===== config.mk =====
export PLATFORM = sky130hd
export DESIGN_NAME = sad_window_accumulator
export DESIGN_NICKNAME = d
export VERILOG_FILES = /design/src/rtl/sad_window_accumulator.sv
export SDC_FILE = /design/constraint.sdc
export NUM_CORES = 1
export LEC_CHECK = 0
export BUFFER_PORTS_ARGS = -buffer_cell sky130_fd_sc_hd__buf_2
export CORE_MARGIN = 3
export CORE_UTILIZATION = 45
export DETAILED_ROUTE_END_ITERATION = 10
export GPL_TIMING_DRIVEN = 0
export HOLD_SLACK_MARGIN = 0.1
export PLACE_DENSITY = 0.75
export SLEW_MARGIN = 20
export SYNTH_ARGS = -nofsm -noshare
export SYNTH_HDL_FRONTEND = slang
export SYNTH_SLANG_ARGS = --single-unit

===== constraint.sdc =====
create_clock -name Clk -period 8.1 [get_ports Clk]
set_clock_uncertainty 0.2 [all_clocks]
set_input_delay 0.405 -clock Clk [delete_from_list [all_inputs] [get_ports Clk]]
set_output_delay 0.405 -clock Clk [all_outputs]
set_load 0.03 [all_outputs]

===== src/rtl/sad_window_accumulator.sv =====
`default_nettype none
// ============================================================================
// Module      : sad_window_accumulator
// Description : Streams frame/template pixel pairs in candidate-major order,
//               accumulates a 13-bit saturating SAD per candidate position and
//               presents it with a {row,col} tag and a one-cycle valid strobe.
//               Issues a one-cycle clear pulse at search start to preset the
//               downstream minimum tracker.
// Revision    : 1.0 - initial release
// ============================================================================
module sad_window_accumulator #(
    parameter int WIN_W   = 4,
    parameter int WIN_H   = 4,
    parameter int FRAME_W = 64,
    parameter int FRAME_H = 64
) (
    input  logic        Clk,
    input  logic        Rst_n,
    input  logic        start,
    input  logic [7:0]  frame_pix,
    input  logic [7:0]  window_pix,
    input  logic        pix_valid,
    output logic        clear_min,
    output logic [12:0] sad_out,
    output logic        sad_valid,
    output logic [31:0] tag_out,
    output logic        busy,
    output logic        done
);

    // Pixel counter is at least one bit wide so a 1x1 window still works.
    localparam int          C_WIN_PIX  = WIN_W * WIN_H;
    localparam int          C_CNT_W    = (C_WIN_PIX > 1) ? $clog2(C_WIN_PIX) : 1;
    localparam logic [C_CNT_W-1:0] C_CNT_LAST = C_CNT_W'(C_WIN_PIX - 1);
    localparam logic [15:0] C_COL_LAST = 16'(FRAME_W - WIN_W);
    localparam logic [15:0] C_ROW_LAST = 16'(FRAME_H - WIN_H);
    localparam logic [12:0] C_SAD_MAX  = 13'h1FFF;

    localparam logic [1:0] S_IDLE  = 2'd0;
    localparam logic [1:0] S_CLEAR = 2'd1;
    localparam logic [1:0] S_ACCUM = 2'd2;
    localparam logic [1:0] S_DONE  = 2'd3;

    logic [1:0]         r_state;
    logic [12:0]        r_acc;
    logic [C_CNT_W-1:0] r_pix_cnt;
    logic [15:0]        r_row;
    logic [15:0]        r_col;
    logic               r_clear_min;
    logic [12:0]        r_sad_out;
    logic               r_sad_valid;
    logic [31:0]        r_tag_out;
    logic               r_busy;
    logic               r_done;

    logic [7:0]         w_absdiff;
    logic [13:0]        w_sum;
    logic [12:0]        w_acc_next;
    logic               w_win_last;
    logic               w_col_last;
    logic               w_row_last;

    // Absolute difference and saturating accumulate; the extra sum bit flags
    // overflow past 8191 so the accumulator clamps instead of wrapping.
    always_comb begin
        w_absdiff  = (frame_pix < window_pix) ? (window_pix - frame_pix)
                                              : (frame_pix - window_pix);
        w_sum      = {1'b0, r_acc} + {6'd0, w_absdiff};
        w_acc_next = w_sum[13] ? C_SAD_MAX : w_sum[12:0];
        w_win_last = (r_pix_cnt == C_CNT_LAST);
        w_col_last = (r_col == C_COL_LAST);
        w_row_last = (r_row == C_ROW_LAST);
    end

    // Search control FSM, accumulator, position counters and registered outputs.
    always_ff @(posedge Clk) begin
        if (!Rst_n) begin
            r_state     <= S_IDLE;
            r_acc       <= 13'd0;
            r_pix_cnt   <= '0;
            r_row       <= 16'd0;
            r_col       <= 16'd0;
            r_clear_min <= 1'b0;
            r_sad_out   <= 13'd0;
            r_sad_valid <= 1'b0;
            r_tag_out   <= 32'd0;
            r_busy      <= 1'b0;
            r_done      <= 1'b0;
        end else begin
            r_clear_min <= 1'b0;
            r_sad_valid <= 1'b0;
            r_done      <= 1'b0;
            case (r_state)
                S_IDLE: begin
                    if (start) begin
                        r_state     <= S_CLEAR;
                        r_clear_min <= 1'b1;
                        r_busy      <= 1'b1;
                    end
                end
                S_CLEAR: begin
                    r_state   <= S_ACCUM;
                    r_acc     <= 13'd0;
                    r_pix_cnt <= '0;
                    r_row     <= 16'd0;
                    r_col     <= 16'd0;
                end
                S_ACCUM: begin
                    if (pix_valid) begin
                        if (w_win_last) begin
                            // Candidate complete: publish and restart the
                            // accumulator on the same edge (no bubble).
                            r_sad_out   <= w_acc_next;
                            r_tag_out   <= {r_row, r_col};
                            r_sad_valid <= 1'b1;
                            r_acc       <= 13'd0;
                            r_pix_cnt   <= '0;
                            if (w_col_last) begin
                                r_col <= 16'd0;
                                if (w_row_last) begin
                                    r_state <= S_DONE;
                                    r_busy  <= 1'b0;
                                end else begin
                                    r_row <= r_row + 16'd1;
                                end
                            end else begin
                                r_col <= r_col + 16'd1;
                            end
                        end else begin
                            r_acc     <= w_acc_next;
                            r_pix_cnt <= r_pix_cnt + C_CNT_W'(1);
                        end
                    end
                end
                S_DONE: begin
                    r_done  <= 1'b1;
                    r_state <= S_IDLE;
                end
                default: begin
                    r_state <= S_IDLE;
                    r_busy  <= 1'b0;
                end
            endcase
        end
    end

    assign clear_min = r_clear_min;
    assign sad_out   = r_sad_out;
    assign sad_valid = r_sad_valid;
    assign tag_out   = r_tag_out;
    assign busy      = r_busy;
    assign done      = r_done;

endmodule
`default_nettype wire


==> metrics.txt <==
# TYPE chip_impl_metric gauge
chip_impl_info{name="run_status",value="complete, no violations"} 1
chip_impl_metric{name="wl_per_cell",unit="um"} 14.63
chip_impl_metric{name="setup-violations-final",unit=""} 0
chip_impl_metric{name="grt_util_met2",unit=""} 0.3452
chip_impl_metric{name="synth_edf_count",unit=""} 0
chip_impl_metric{name="crit_fanout",unit=""} 10
chip_impl_metric{name="synth.yosys.seq_area_share",unit=""} 0.3898
chip_impl_metric{name="port_buffers",unit=""} 67
chip_impl_info{name="cts_tree",value="done"} 1
chip_impl_metric{name="grt.met1_usage",unit=""} 0.2563
chip_impl_metric{name="detail_route.first_pass.iterations",unit=""} 4
chip_impl_metric{name="antenna_cells_inserted",unit=""} 0
chip_impl_metric{name="yosysUniqueCellTypes",unit=""} 56
chip_impl_metric{name="syn_nets",unit=""} 696
chip_impl_metric{name="cp.required",unit="ns"} 8.11
chip_impl_metric{name="grtUsageTotal",unit=""} 0.1998
chip_impl_metric{name="fp.dieArea",unit="um^2"} 12730
chip_impl_metric{name="cts-resized-gates",unit=""} 0
chip_impl_info{name="largest_area_contributor_in_the_synthesized_netlist",value="sky130_fd_sc_hd__dfxtp_1"} 1
chip_impl_metric{name="ys_warn_count",unit=""} 0
chip_impl_metric{name="num_vias",unit=""} 4747
chip_impl_metric{name="final-instance-count-excl-fill",unit=""} 864
chip_impl_metric{name="floorplan.initialDensity",unit=""} 0.4676
chip_impl_info{name="root_buffer_master",value="sky130_fd_sc_hd__clkbuf_16"} 1
chip_impl_metric{name="drv.max_cap_violation_count",unit=""} 0
chip_impl_metric{name="holdBufCountCts",unit=""} 0
chip_impl_metric{name="fp.coreArea",unit="um^2"} 10980
chip_impl_metric{name="power.leakage",unit="nW"} 2.431
chip_impl_metric{name="synth_top_area_share",unit=""} 0.3898
chip_impl_metric{name="antenna_violating_nets_post_route",unit=""} 0
chip_impl_info{name="critPathTopFamily",value="compound AO/OA/AOI/OAI gates"} 1
chip_impl_metric{name="biggest_cell_delay_along_the_critical_path",unit="ns"} 0.41
chip_impl_metric{name="htree_num_levels",unit=""} 3
chip_impl_metric{name="post-place-cells",unit=""} 848
chip_impl_info{name="worstSetupEndpointType",value="flop"} 1
chip_impl_metric{name="yosys_register_bits",unit=""} 100
chip_impl_metric{name="drc_violation_count_after_routing",unit=""} 0
chip_impl_metric{name="postCtsSetupBuffers",unit=""} 0
chip_impl_info{name="post_synth_main_area_contributors",value="sky130_fd_sc_hd__dfxtp_1 39%, sky130_fd_sc_hd__ha_1 7.8%, sky130_fd_sc_hd__nand2_1 7.1%"} 1
chip_impl_metric{name="clkLatencyLatePin",unit="ns"} 0.34
chip_impl_metric{name="number_of_standard_cell_rows_in_the_floorplan",unit=""} 38
chip_impl_metric{name="worstMarginPinSlew",unit="ns"} 0.6898
chip_impl_metric{name="io_pins",unit=""} 69
chip_impl_metric{name="syn_area",unit="um^2"} 5136
chip_impl_metric{name="globalRouteMet3Util",unit=""} 0.04064
chip_impl_metric{name="clock.fmax",unit="MHz"} 207.7
chip_impl_info{name="top_usage_layer",value="met2"} 1
chip_impl_metric{name="period_share",unit=""} 0.5945
chip_impl_metric{name="synth_cells",unit=""} 641
chip_impl_metric{name="final_net_count",unit=""} 774
chip_impl_metric{name="gp_routability_congestion",unit=""} 0.9232
chip_impl_metric{name="cts.path.max_buffers",unit=""} 2
chip_impl_metric{name="wire_length_of_the_first_global_routing_pass",unit="mm"} 21.34
chip_impl_metric{name="period_minus_slack",unit="ns"} 4.816
chip_impl_metric{name="final_hold_viol_count",unit=""} 0
chip_impl_metric{name="drt_iter0_markers",unit=""} 310
chip_impl_metric{name="vias_in_the_first_global_route",unit=""} 4528
chip_impl_info{name="critical_path.cell_chain",value="buf_2 -> inv_1 -> ha_1 -> inv_1 -> fa_1 -> a21oi_1 -> o211ai_1 -> o41ai_1 -> clkbuf_1 -> o211ai_1 -> o31ai_1 -> xnor2_1 -> ha_1 -> a211oi_1 -> o22ai_1 -> nor2_1 -> nor2_1 -> clkbuf_1 -> nor2_1 -> a21oi_1"} 1
chip_impl_info{name="slowest_cell_on_crit_path",value="sky130_fd_sc_hd__nor2_1"} 1
chip_impl_info{name="postSynth.topFlopCell",value="sky130_fd_sc_hd__dfxtp_1"} 1
chip_impl_metric{name="timing.critical_path.arrival",unit="ns"} 4.83
chip_impl_metric{name="async_flop_share",unit=""} 0
chip_impl_info{name="critical_path.startpoint_type",value="input pin"} 1
chip_impl_metric{name="power.density",unit="nW/um^2"} 224.2
chip_impl_metric{name="drv_slew",unit=""} 0
chip_impl_metric{name="vias_per_cell",unit=""} 5.494
chip_impl_metric{name="vdd.ir_drop.worst",unit="uV"} 100.3
chip_impl_info{name="timing.critical_path.mode_cell",value="sky130_fd_sc_hd__nor2_1"} 1
chip_impl_metric{name="chipWidth",unit="um"} 112.8
chip_impl_info{name="layout_common_cells",value="100 x sky130_fd_sc_hd__dfxtp_1, 97 x sky130_fd_sc_hd__nand2_1, 71 x sky130_fd_sc_hd__a21oi_1, 68 x sky130_fd_sc_hd__buf_2, 64 x sky130_fd_sc_hd__nor2_1"} 1
chip_impl_metric{name="clk_pin_slew_worst_setup_hold_paths",unit="ns"} 0.07
chip_impl_metric{name="post_route_cells_drive_above_1_share",unit=""} 0.1285
chip_impl_metric{name="avgSynthCellArea",unit="um^2"} 8.013
chip_impl_metric{name="grt_max_degree",unit=""} 16
chip_impl_info{name="layout_commonest_cell",value="sky130_fd_sc_hd__dfxtp_1"} 1
chip_impl_metric{name="remaining_global_route_overflow",unit=""} 0
chip_impl_info{name="timing.setup.critical_path_class",value="in2reg"} 1
chip_impl_info{name="rsz0062_at_grt",value="no"} 1
chip_impl_metric{name="timing.max_slew.rel_slack",unit=""} 0.5392
chip_impl_metric{name="drt-total-wl",unit="mm"} 12.64
chip_impl_metric{name="setup-tns-final",unit="ns"} 0
chip_impl_info{name="min-delay-path-class",value="in2reg"} 1
chip_impl_metric{name="hpwlAfterDp",unit="mm"} 9.406
chip_impl_metric{name="area_delta_synth_final",unit="%"} 16.35
chip_impl_metric{name="cts-buffers-inserted",unit=""} 9
chip_impl_metric{name="die_h",unit="um"} 112.8
chip_impl_metric{name="cts_num_sinks",unit=""} 100
chip_impl_metric{name="crit_buf_inv",unit=""} 5
chip_impl_metric{name="initial_antenna_violation_count",unit=""} 0
## synth_stat cells (17+ instances only)
master	n
sky130_fd_sc_hd__a21oi_1	71
sky130_fd_sc_hd__clkbuf_1	27
sky130_fd_sc_hd__dfxtp_1	100
sky130_fd_sc_hd__ha_1	32
sky130_fd_sc_hd__inv_1	28
sky130_fd_sc_hd__nand2_1	97
sky130_fd_sc_hd__nand3_1	19
sky130_fd_sc_hd__nand4_1	17
sky130_fd_sc_hd__nor2_1	64
sky130_fd_sc_hd__nor3_1	27
sky130_fd_sc_hd__o21ai_0	25
sky130_fd_sc_hd__xor2_1	28
## registers in the layout, indices dropped and copies added (netlist names)
signal	cells
sad_valid	1
r_state	2
r_acc	13
r_row	16
done	1
r_pix_cnt	4
busy	1
sad_out	13
r_col	16
clear_min	1
tag_out	32
## path summary, 6_finish.rpt
check                                 from  slack [ns]  cells after the start                  endpoint
setup reg to reg   r_state[0]$_SDFFE_PN0P_        5.25                      9  tag_out[21]$_SDFFE_PN0P_
hold reg to reg   tag_out[26]$_SDFFE_PN0P_        0.25                      2  tag_out[26]$_SDFFE_PN0P_
setup / recovery              frame_pix[0]        3.28                     20   sad_out[8]$_SDFFE_PN0P_
hold / removal                       start        0.16                      2      clear_min$_SDFF_PN0_
## kinds of logic (layout without fill, tap and decap cells)
group                    Yosys count  count (layout)  synth area share
AO/OA/AOI/OAI                    137             137            0.1586
XOR/XNOR                          43              43           0.07333
adder cells (fa/ha/maj)           35              35           0.08965
buffers and inverters             60             143           0.04482
flip-flops                       100             100            0.3898
multiplexers                       3               3          0.006334
AND/OR/NAND/NOR                  263             263            0.2375
## final cells by class
| cell class | instances | area [um^2] |
|---|---|---|
| clock buffers | 13 | 260.3 |
| flip-flops and latches | 100 | 2002 |
| clock inverters | 3 | 68.82 |
| repair buffers | 67 | 335.3 |
| fillers | 1058 | 5007 |
| multi-input cells | 481 | 2904 |
| plain buffers | 31 | 121.4 |
| well taps | 140 | 175.2 |
| inverters | 29 | 108.9 |
## stage by stage
step           power, mW  setup WS [ns]  utilization  cell area, um^2  hold WS, ns
2_1_floorplan     0.7888          3.851            -             5136       0.2362
3_3_place_gp      0.8634          3.094       0.5141             5647       0.2403
3_5_place_dp      0.8771          2.992       0.5141             5647       0.2449
4_1_cts            1.347          3.316       0.5441             5976       0.1460
5_1_grt            1.405          2.770       0.5441             5976       0.1645
6_report           1.340          3.284       0.5441             5976       0.1609
## power by group
group / switching, mW / leakage [nW] / internal [mW]
Combinational: 0.228 / 1.46 / 0.118
Sequential: 0.0169 / 0.806 / 0.510
Clock: 0.179 / 0.160 / 0.288
Total: 0.424 / 2.43 / 0.916
## metal layers
metal	routed length, um	vias up
li1	-	2376
met1	5681	2254
met2	6198	102
met3	583	15
met4	177	0
met5	0	-
No activity file was read; power rests on OpenSTA's default activity.
